<file path="config.mk">
export PLATFORM = sky130hd
export DESIGN_NAME = cca_ch_idle
export DESIGN_NICKNAME = d
export VERILOG_FILES = /design/src/rtl/cca_ch_idle_pkg.sv /design/src/rtl/cca_ch_idle_us_down_counter.sv /design/src/rtl/cca_ch_idle.sv
export SDC_FILE = /design/constraint.sdc
export NUM_CORES = 1
export LEC_CHECK = 0
export CAP_MARGIN = 0
export CELL_PAD_IN_SITES_DETAIL_PLACEMENT = 1
export CELL_PAD_IN_SITES_GLOBAL_PLACEMENT = 1
export CORE_MARGIN = 3
export CORE_UTILIZATION = 24
export DETAILED_ROUTE_END_ITERATION = 10
export GPL_TIMING_DRIVEN = 0
export HOLD_SLACK_MARGIN = 0.08
export PLACE_DENSITY = 0.86
export SYNTH_ARGS = -nofsm -noshare
export SYNTH_HDL_FRONTEND = slang
export SYNTH_SLANG_ARGS = --single-unit
</file>
<file path="constraint.sdc">
create_clock -name clk -period 1.97 [get_ports clk]
set_clock_uncertainty 0.1 [all_clocks]
set_input_delay 0.394 -clock clk [delete_from_list [all_inputs] [get_ports clk]]
set_output_delay 0.394 -clock clk [all_outputs]
set_load 0.005 [all_outputs]
</file>
<file path="src/rtl/cca_ch_idle_pkg.sv">
// Shared definitions for the CCA channel-idle detector: state encoding and
// default parameter widths.
package cca_ch_idle_pkg;

    typedef enum logic [1:0] {
        ST_IDLE      = 2'd0,
        ST_BUSY      = 2'd1,
        ST_IDLE_WAIT = 2'd2,
        ST_TX_HOLD   = 2'd3
    } cca_state_e;

    localparam int CCA_TIMER_WIDTH_DEF = 12;
    localparam int CCA_RSSI_WIDTH_DEF  = 11;

endpackage : cca_ch_idle_pkg

</file>
<file path="src/rtl/cca_ch_idle_us_down_counter.sv">
// Microsecond hold timer: loadable down-counter that decrements on an enabled
// tick, sticks at zero and flags terminal count.
module cca_us_down_counter
    import cca_ch_idle_pkg::*;
#(
    parameter int WIDTH = CCA_TIMER_WIDTH_DEF
) (
    input  logic             clk,
    input  logic             rstn,
    input  logic             load,
    input  logic [WIDTH-1:0] load_val,
    input  logic             tick,
    output logic             zero
);

    logic [WIDTH-1:0] cnt_q;
    logic [WIDTH-1:0] cnt_d;

    assign zero = (cnt_q == '0);

    always_comb begin
        cnt_d = cnt_q;
        if (load) begin
            cnt_d = load_val;
        end else if (tick && !zero) begin
            cnt_d = cnt_q - WIDTH'(1);
        end
    end

    always_ff @(posedge clk) begin
        if (!rstn) begin
            cnt_q <= '0;
        end else begin
            cnt_q <= cnt_d;
        end
    end

endmodule : cca_us_down_counter

</file>
<file path="src/rtl/cca_ch_idle.sv">
// Clear-channel assessment: combines RSSI energy, demodulator and own-TX activity
// into a debounced ch_idle flag. Define CCA_BUSY_STAT_EN to build the busy-time counter.
//
// state      | meaning
// -----------+-----------------------------------------------------------
// IDLE       | channel quiet, ch_idle asserted
// BUSY       | energy or packet present on air
// IDLE_WAIT  | energy gone, waiting idle_debounce_time before declaring idle
// TX_HOLD    | own TX active or within tx_holdoff_time after it ended
module cca_ch_idle
    import cca_ch_idle_pkg::*;
#(
    parameter int RSSI_HALF_DB_WIDTH = CCA_RSSI_WIDTH_DEF,
    parameter int TIMER_WIDTH        = CCA_TIMER_WIDTH_DEF
) (
    input  logic                                 clk,
    input  logic                                 rstn,
    input  logic                                 tsf_pulse_1M,
    input  logic signed [RSSI_HALF_DB_WIDTH-1:0] rssi_half_db,
    input  logic                                 rssi_valid,
    input  logic signed [RSSI_HALF_DB_WIDTH-1:0] rssi_th,
    input  logic                                 demod_busy,
    input  logic                                 tx_busy,
    input  logic [TIMER_WIDTH-1:0]               idle_debounce_time,
    input  logic [TIMER_WIDTH-1:0]               tx_holdoff_time,
    input  logic                                 stat_clear,
    output logic                                 ch_idle,
    output logic [1:0]                           cca_state,
    output logic [31:0]                          busy_us_count
);

    cca_state_e             state_q, state_d;
    logic                   rssi_above_q, rssi_above_d;
    logic                   ch_idle_q, ch_idle_d;
    logic                   energy_busy;
    logic                   hold_load;
    logic [TIMER_WIDTH-1:0] hold_load_val;
    logic                   hold_dec_en;
    logic                   hold_zero;

    always_comb begin
        rssi_above_d = rssi_above_q;
        if (rssi_valid) begin
            rssi_above_d = ($signed(rssi_half_db) > $signed(rssi_th));
        end
    end

    assign energy_busy = rssi_above_q | demod_busy;

    always_comb begin
        state_d       = state_q;
        hold_load     = 1'b0;
        hold_load_val = idle_debounce_time;
        hold_dec_en   = 1'b0;

        if (tx_busy) begin
            state_d       = ST_TX_HOLD;
            hold_load     = 1'b1;
            hold_load_val = tx_holdoff_time;
        end else begin
            unique case (state_q)
                ST_IDLE: begin
                    if (energy_busy) state_d = ST_BUSY;
                end
                ST_BUSY: begin
                    if (!energy_busy) begin
                        state_d   = ST_IDLE_WAIT;
                        hold_load = 1'b1;
                    end
                end
                ST_IDLE_WAIT: begin
                    if (energy_busy) begin
                        state_d = ST_BUSY;
                    end else if (hold_zero) begin
                        state_d = ST_IDLE;
                    end else begin
                        hold_dec_en = 1'b1;
                    end
                end
                ST_TX_HOLD: begin
                    if (!hold_zero) begin
                        hold_dec_en = 1'b1;
                    end else if (energy_busy) begin
                        state_d = ST_BUSY;
                    end else begin
                        state_d   = ST_IDLE_WAIT;
                        hold_load = 1'b1;
                    end
                end
                default: state_d = ST_IDLE;
            endcase
        end
    end

    // ch_idle decodes the registered state, so it trails the state change by one clk.
    assign ch_idle_d = (state_q == ST_IDLE);

    always_ff @(posedge clk) begin
        if (!rstn) begin
            state_q      <= ST_IDLE;
            rssi_above_q <= 1'b0;
            ch_idle_q    <= 1'b1;
        end else begin
            state_q      <= state_d;
            rssi_above_q <= rssi_above_d;
            ch_idle_q    <= ch_idle_d;
        end
    end

    cca_us_down_counter #(
        .WIDTH (TIMER_WIDTH)
    ) u_hold_cnt (
        .clk      (clk),
        .rstn     (rstn),
        .load     (hold_load),
        .load_val (hold_load_val),
        .tick     (hold_dec_en & tsf_pulse_1M),
        .zero     (hold_zero)
    );

    assign ch_idle   = ch_idle_q;
    assign cca_state = state_q;

`ifdef CCA_BUSY_STAT_EN
    logic [31:0] busy_cnt_q, busy_cnt_d;

    // Clear beats a same-cycle increment; the count sticks at all-ones.
    always_comb begin
        busy_cnt_d = busy_cnt_q;
        if (stat_clear) begin
            busy_cnt_d = '0;
        end else if (tsf_pulse_1M && !ch_idle_q && (busy_cnt_q != '1)) begin
            busy_cnt_d = busy_cnt_q + 32'd1;
        end
    end

    always_ff @(posedge clk) begin
        if (!rstn) begin
            busy_cnt_q <= '0;
        end else begin
            busy_cnt_q <= busy_cnt_d;
        end
    end

    assign busy_us_count = busy_cnt_q;
`else
    logic stat_clear_unused;
    assign stat_clear_unused = stat_clear;
    assign busy_us_count     = '0;
`endif

endmodule : cca_ch_idle
</file>
## Word-level counts from Yosys, hierarchy flattened

Cells that the tools add are included.

- Flip-flop bits (word level): 16
- Bits of input ports: 53
- Output and inout bits: 35
- Logic and storage cells: 40

- Add/sub/neg operators: 1
- Magnitude comparators: 1
- Equal/unequal tests: 7
- Muxes and demuxes: 19
- Bitwise operators: 2
- Reduce and logical (&&, ||, !) cells: 6

Operators by type and width:

| kind | number |
|---|---|
| $mux 12 | 3 |
| $mux 2 | 7 |
| $logic_not 12->1 | 1 |
| $sub 12x1->12 const B | 1 |
| $gt 11x11->1 | 1 |
| $pmux 2 s4 | 1 |
| $mux 1 | 6 |
| $ne 3x3->1 const B | 2 |
| $eq 2x2->1 const B | 2 |
| $ne 4x4->1 const B | 1 |
| $pmux 1 s2 | 2 |
| $reduce_and 4->1 | 1 |
| $ne 3x2->1 const B | 1 |
| $eq 2x1->1 const B | 1 |
| $logic_not 2->1 | 1 |
| $reduce_bool 2->1 | 1 |
| $and 1x1->1 | 1 |
| $logic_and 1x1->1 | 1 |
| $logic_not 1->1 | 1 |
| $or 1x1->1 | 1 |

## Depth between registers and ports, before layout

- Word-level depth: 9
- Gate-level depth with buffers: 8
- Depth with buffers taken out: 7

## Cells and area by module

Synthesis repeated with hierarchy kept, for this count alone.

- Cell total of the unflattened synthesis: 195
- Area total of the unflattened synthesis: 1,582.8 sq um

By module, submodules not included:

| module | times used | cells an instance | area each (sq um) | sequential area each (sq um) |
|---|---|---|---|---|
| cca_ch_idle | 1 | 106 | 852.1 | 80.1 |
| cca_us_down_counter | 1 | 89 | 730.7 | 240.2 |

## Least setup slack after synthesis

No wires, ideal clock.

- Path kind: flip-flop to flip-flop
- Start: register u_hold_cnt.cnt_q[2]
- End: register u_hold_cnt.cnt_q[1]
- Library setup time: 0.070 ns
- Data arrival time: 2.000 ns
- Data required time: 1.800 ns
- Setup slack: -0.199 ns
- Stages on the path, launching flop included: 8
- Buffers on the path: 2
- Clock period less this slack: 2.169 ns
- Cell sequence: dfxtp_1 > or4_1 > buf_6 > or3_4 > buf_6 > nand2_2 > mux2_1 > a21oi_1

- Word-level cells in the longest chain between the ends: 8
- Elaborated cells between the ends (all ways): 13
- Classes of those cells: mux: 8; bitwise: 1; reduce/logical: 4

Ends and longest elaborated chain:

| element | line | text |
|---|---|---|
| start: declaration | cca_ch_idle_us_down_counter.sv:16 | `logic [WIDTH-1:0] cnt_q;` |
| start signal: assignment | cca_ch_idle_us_down_counter.sv:34 | `cnt_q <= cnt_d;` |
| $logic_not 12->1 * | cca_ch_idle_us_down_counter.sv:19 | `assign zero = (cnt_q == '0);` |
| $mux 1 | cca_ch_idle.sv:74, cca_ch_idle.sv:81 |  |
| $mux 1 | cca_ch_idle.sv:72 | `if (energy_busy) begin` |
| $pmux 1 s2 | cca_ch_idle.sv:61 | `unique case (state_q)` |
| $mux 1 | cca_ch_idle.sv:56 | `if (tx_busy) begin` |
| $and 1x1->1 | cca_ch_idle.sv:117 | `.tick (hold_dec_en & tsf_pulse_1M),` |
| $logic_and 1x1->1 | cca_ch_idle_us_down_counter.sv:25 | `end else if (tick && !zero) begin` |
| $reduce_bool 2->1 (no source line) | -- |  |

Mark *: on every way between the ends. The rest lies on a longest branch, timed or not.
A chain may end at the register's enable or synchronous reset.

## Worst setup path after layout

- Start: register u_hold_cnt.cnt_q[3]
- End: register u_hold_cnt.cnt_q[1]

Same word-level chain as after synthesis.

==> flow_summary.toml <==
[run_status]
status = "complete, but fails checks"
violations = "setup timing"

[route]
avgRoutedWirePerCell_um = 14.41
via_per_inst = 4.595
drt_drc_violations_left = 0
wl_met2_um = 2851
wl_um = 5259
vias = 1677
wl_met3_um = 374
first_pass_iters = 4
antenna_left = 0
drt_iter0_drc = 64
met1Wirelength_um = 1955
top_layer = "met4"

[final_layout]
syn_to_final_growth_pct = 65.05
antenna_cells = 0
drive_gt1_share_pct = 32.99
nets = 355
layout.cells.non_filler = 365

[clock_tree]
cts.sink_count = 16
cts_made_buffers = 3
root_buffer = "clkbuf_8"
clk_pin_slew_worst_paths_ns = 0.07
htree_levels = 1
cts_buffer_depth = 2
cts_tree = "yes"
cts_hold_buffers = 0
clk_latency_ns = 0.26

[die]
coreArea_mm2 = 0.006422
die_h_um = 87.75
die_w_um = 87.75
rows = 29
boundaryPins = 88
start_util_pct = 24.98
dieArea_mm2 = 0.007700

[global_route]
grt_pass1_wl_um = 7852
grt_max_degree = 11
grt_pass1_vias = 1668
track_usage_pct = 12.94
grt_overflow_total = 0
antenna_found_initial = 0

[setup_path]
critical_path_class = "flop to flop"
worst_r2r_endpoint = "u_hold_cnt.cnt_q[1]"
crit_arrival_ns = 2.17
setup.worst_path.start_class = "flop"
critPathLaunch = "u_hold_cnt.cnt_q[3]"
worst-r2r-setup-slack_ns = -0.10
r2r-start = "u_hold_cnt.cnt_q[3]"
critical_path.max_fanout = 6
worstSetupEndpoint = "u_hold_cnt.cnt_q[1]"
critPathCaptureType = "flop"
required_ns = 2.07
reg2reg_depth = 5

[synthesis]
synth_area_mm2 = 0.001604
synth_warnings = 0
synthTopCellsByArea = "dfxtp_1 (20%), buf_4 (15%), ha_1 (10%), mux2i_1 (3.7%), inv_1 (3.3%)"
synth_cells = 194
synthArstFlopShare_pct = 0
ys_ff_latch = 16
synth.top_cells.by_count = "buf_4 (32), dfxtp_1 (16), inv_1 (14)"
synth_most_common_cell = "buf_4"
synth.yosys.seq_area_share_pct = 19.97
synth_area_per_cell_um2 = 8.268
yosys.area.top_type = "dfxtp_1"
synth.top_cell.area_share_pct = 19.97
synth_cell_type_count = 50
synth-edff-count = 0
ys.flop_type = "dfxtp_1"

[power_and_ir_drop]
p_leak_nw = 1.154
power.total_mw = 1.220
clkPwrFrac_pct = 25.4
p_seq_share_pct = 31.5
power_density_mw_per_mm2 = 460.8
p_sw_share_pct = 32.14
comb_power_share_pct = 43.1
vdd_ir_drop_max_mv = 0.2029
netSwitchingPower_uw = 392.1
p_int_uw = 827.9

[place]
portBuffers = 52
place_inst = 354
place_hpwl_um = 3897
gp_congestion = 0.8674

[timing]
setup_viol = 10
period_share_pct = 105.3
fin_ws_ns = -0.1036
rsz0062_at_grt = "true"
slew_headroom_pct = 61.89
max_freq_ghz = 0.4823
fin_crit_ns = 2.074
tightest_slew_ns = 0.5642
slew_viol_final = 0
finalHoldViolCount = 0

[worst_hold_path]
hp-class = "flop to flop"

[job]
max_cap_viol_count = 0
[placed cells by master, fill, tap and decap left out, types with 4 or more instances in the layout]
| master | count |
|---|---|
| mux2i_1 | 6 |
| ha_1 | 7 |
| o21ai_2 | 5 |
| xor2_1 | 4 |
| inv_1 | 11 |
| clkbuf_8 | 4 |
| dfxtp_2 | 4 |
| buf_4 | 39 |
| a21oi_1 | 8 |
| nand3_1 | 7 |
| clkdlybuf4s50_1 | 52 |
| ha_4 | 6 |
| dfxtp_1 | 12 |
| nand2_1 | 5 |
| nor2_1 | 11 |
| o221ai_1 | 4 |
| clkbuf_1 | 4 |
| or2_2 | 4 |
| conb_1 | 32 |
[power by group through the flow]
stage	logic (mW)	registers [mW]	clock network [mW]
floorplan	0.283	0.382	0
global placement	0.432	0.387	0
detailed placement	0.444	0.390	0
CTS	0.486	0.382	0.311
global route	0.576	0.388	0.326
finish	0.526	0.384	0.310
[worst min-delay path by stage]
stage	from	slack, ns	to	cells after the start
2_1_floorplan	u_hold_cnt.cnt_q[5]	0.35	u_hold_cnt.cnt_q[5]	2
3_3_place_gp	u_hold_cnt.cnt_q[5]	0.36	u_hold_cnt.cnt_q[5]	2
4_1_cts	u_hold_cnt.cnt_q[5]	0.39	u_hold_cnt.cnt_q[5]	2
3_5_place_dp	u_hold_cnt.cnt_q[5]	0.38	u_hold_cnt.cnt_q[5]	2
5_1_grt	cca_state[0]	0.45	ch_idle	1
6_report	cca_state[0]	0.41	ch_idle	1
[flip-flops by register name (all words and copies together), names as in the netlist]
name and flops:
u_hold_cnt.cnt_q 12, cca_state 2, ch_idle 1, rssi_above_q 1
[routing by layer]
layer  global-route usage [%]  vias up
li1                         -      815
met1                    14.74      781
met2                    23.56       72
met3                    2.446        9
met4                    5.160        0
met5                        0        -
[worst max-delay path, stage by stage (launching register included)]
cell and delay [ns]:
dfxtp_2 0.33, or4_4 0.60, or3_4 0.48, nand2_4 0.10, mux2_4 0.30, a21oi_2 0.11
[cell type report]
class                           count  area [um2]
Fill cell                         760        3775
Multi-Input combinational cell    156        1256
Timing Repair Buffer               61       591.8
Sequential cell                    16       325.3
Buffer                             37       270.3
Tap cell                           77       96.34
Clock buffer                        4       55.05
Inverter                           14       52.55
[stage by stage]
| stage | TNS [ns] | cell area (um2) | setup WS (ns) | util (%) | hold slack (ns) |
|---|---|---|---|---|---|
| 6_report | -0.4878 | 2648 | -0.1036 | 41.22 | 0.4073 |
| 5_1_grt | -1.620 | 2648 | -0.1517 | 41.22 | 0.4481 |
| 4_1_cts | -0.8112 | 2536 | -0.09659 | 39.49 | 0.3936 |
| 3_5_place_dp | -4.101 | 2387 | -0.4885 | 37.17 | 0.3799 |
| 3_3_place_gp | -3.883 | 2387 | -0.4784 | 37.17 | 0.3649 |
| 2_1_floorplan | -0.1581 | 1770 | -0.06800 | - | 0.3513 |
[what timing repair did]
action | in CTS | in global routing
buffers inserted | 7 | 1
gates resized for setup | 13 | 21
gates cloned | 1 | 0
pin swaps | 13 | 8
endpoints found under the setup margin | 14 | 14
[cell families after synthesis]
kind of cell,Yosys count,synth area share [%]
AND/OR/NAND/NOR,53,20.20
buffers and inverters,53,20.83
AO/OA/AOI/OAI,44,19.89
flip-flops,16,19.97
adder cells (fa/ha/maj),13,10.14
multiplexers,10,6.552
XOR/XNOR,4,2.184
other,1,0.2338
No activity file was read; power rests on OpenSTA's default activity.
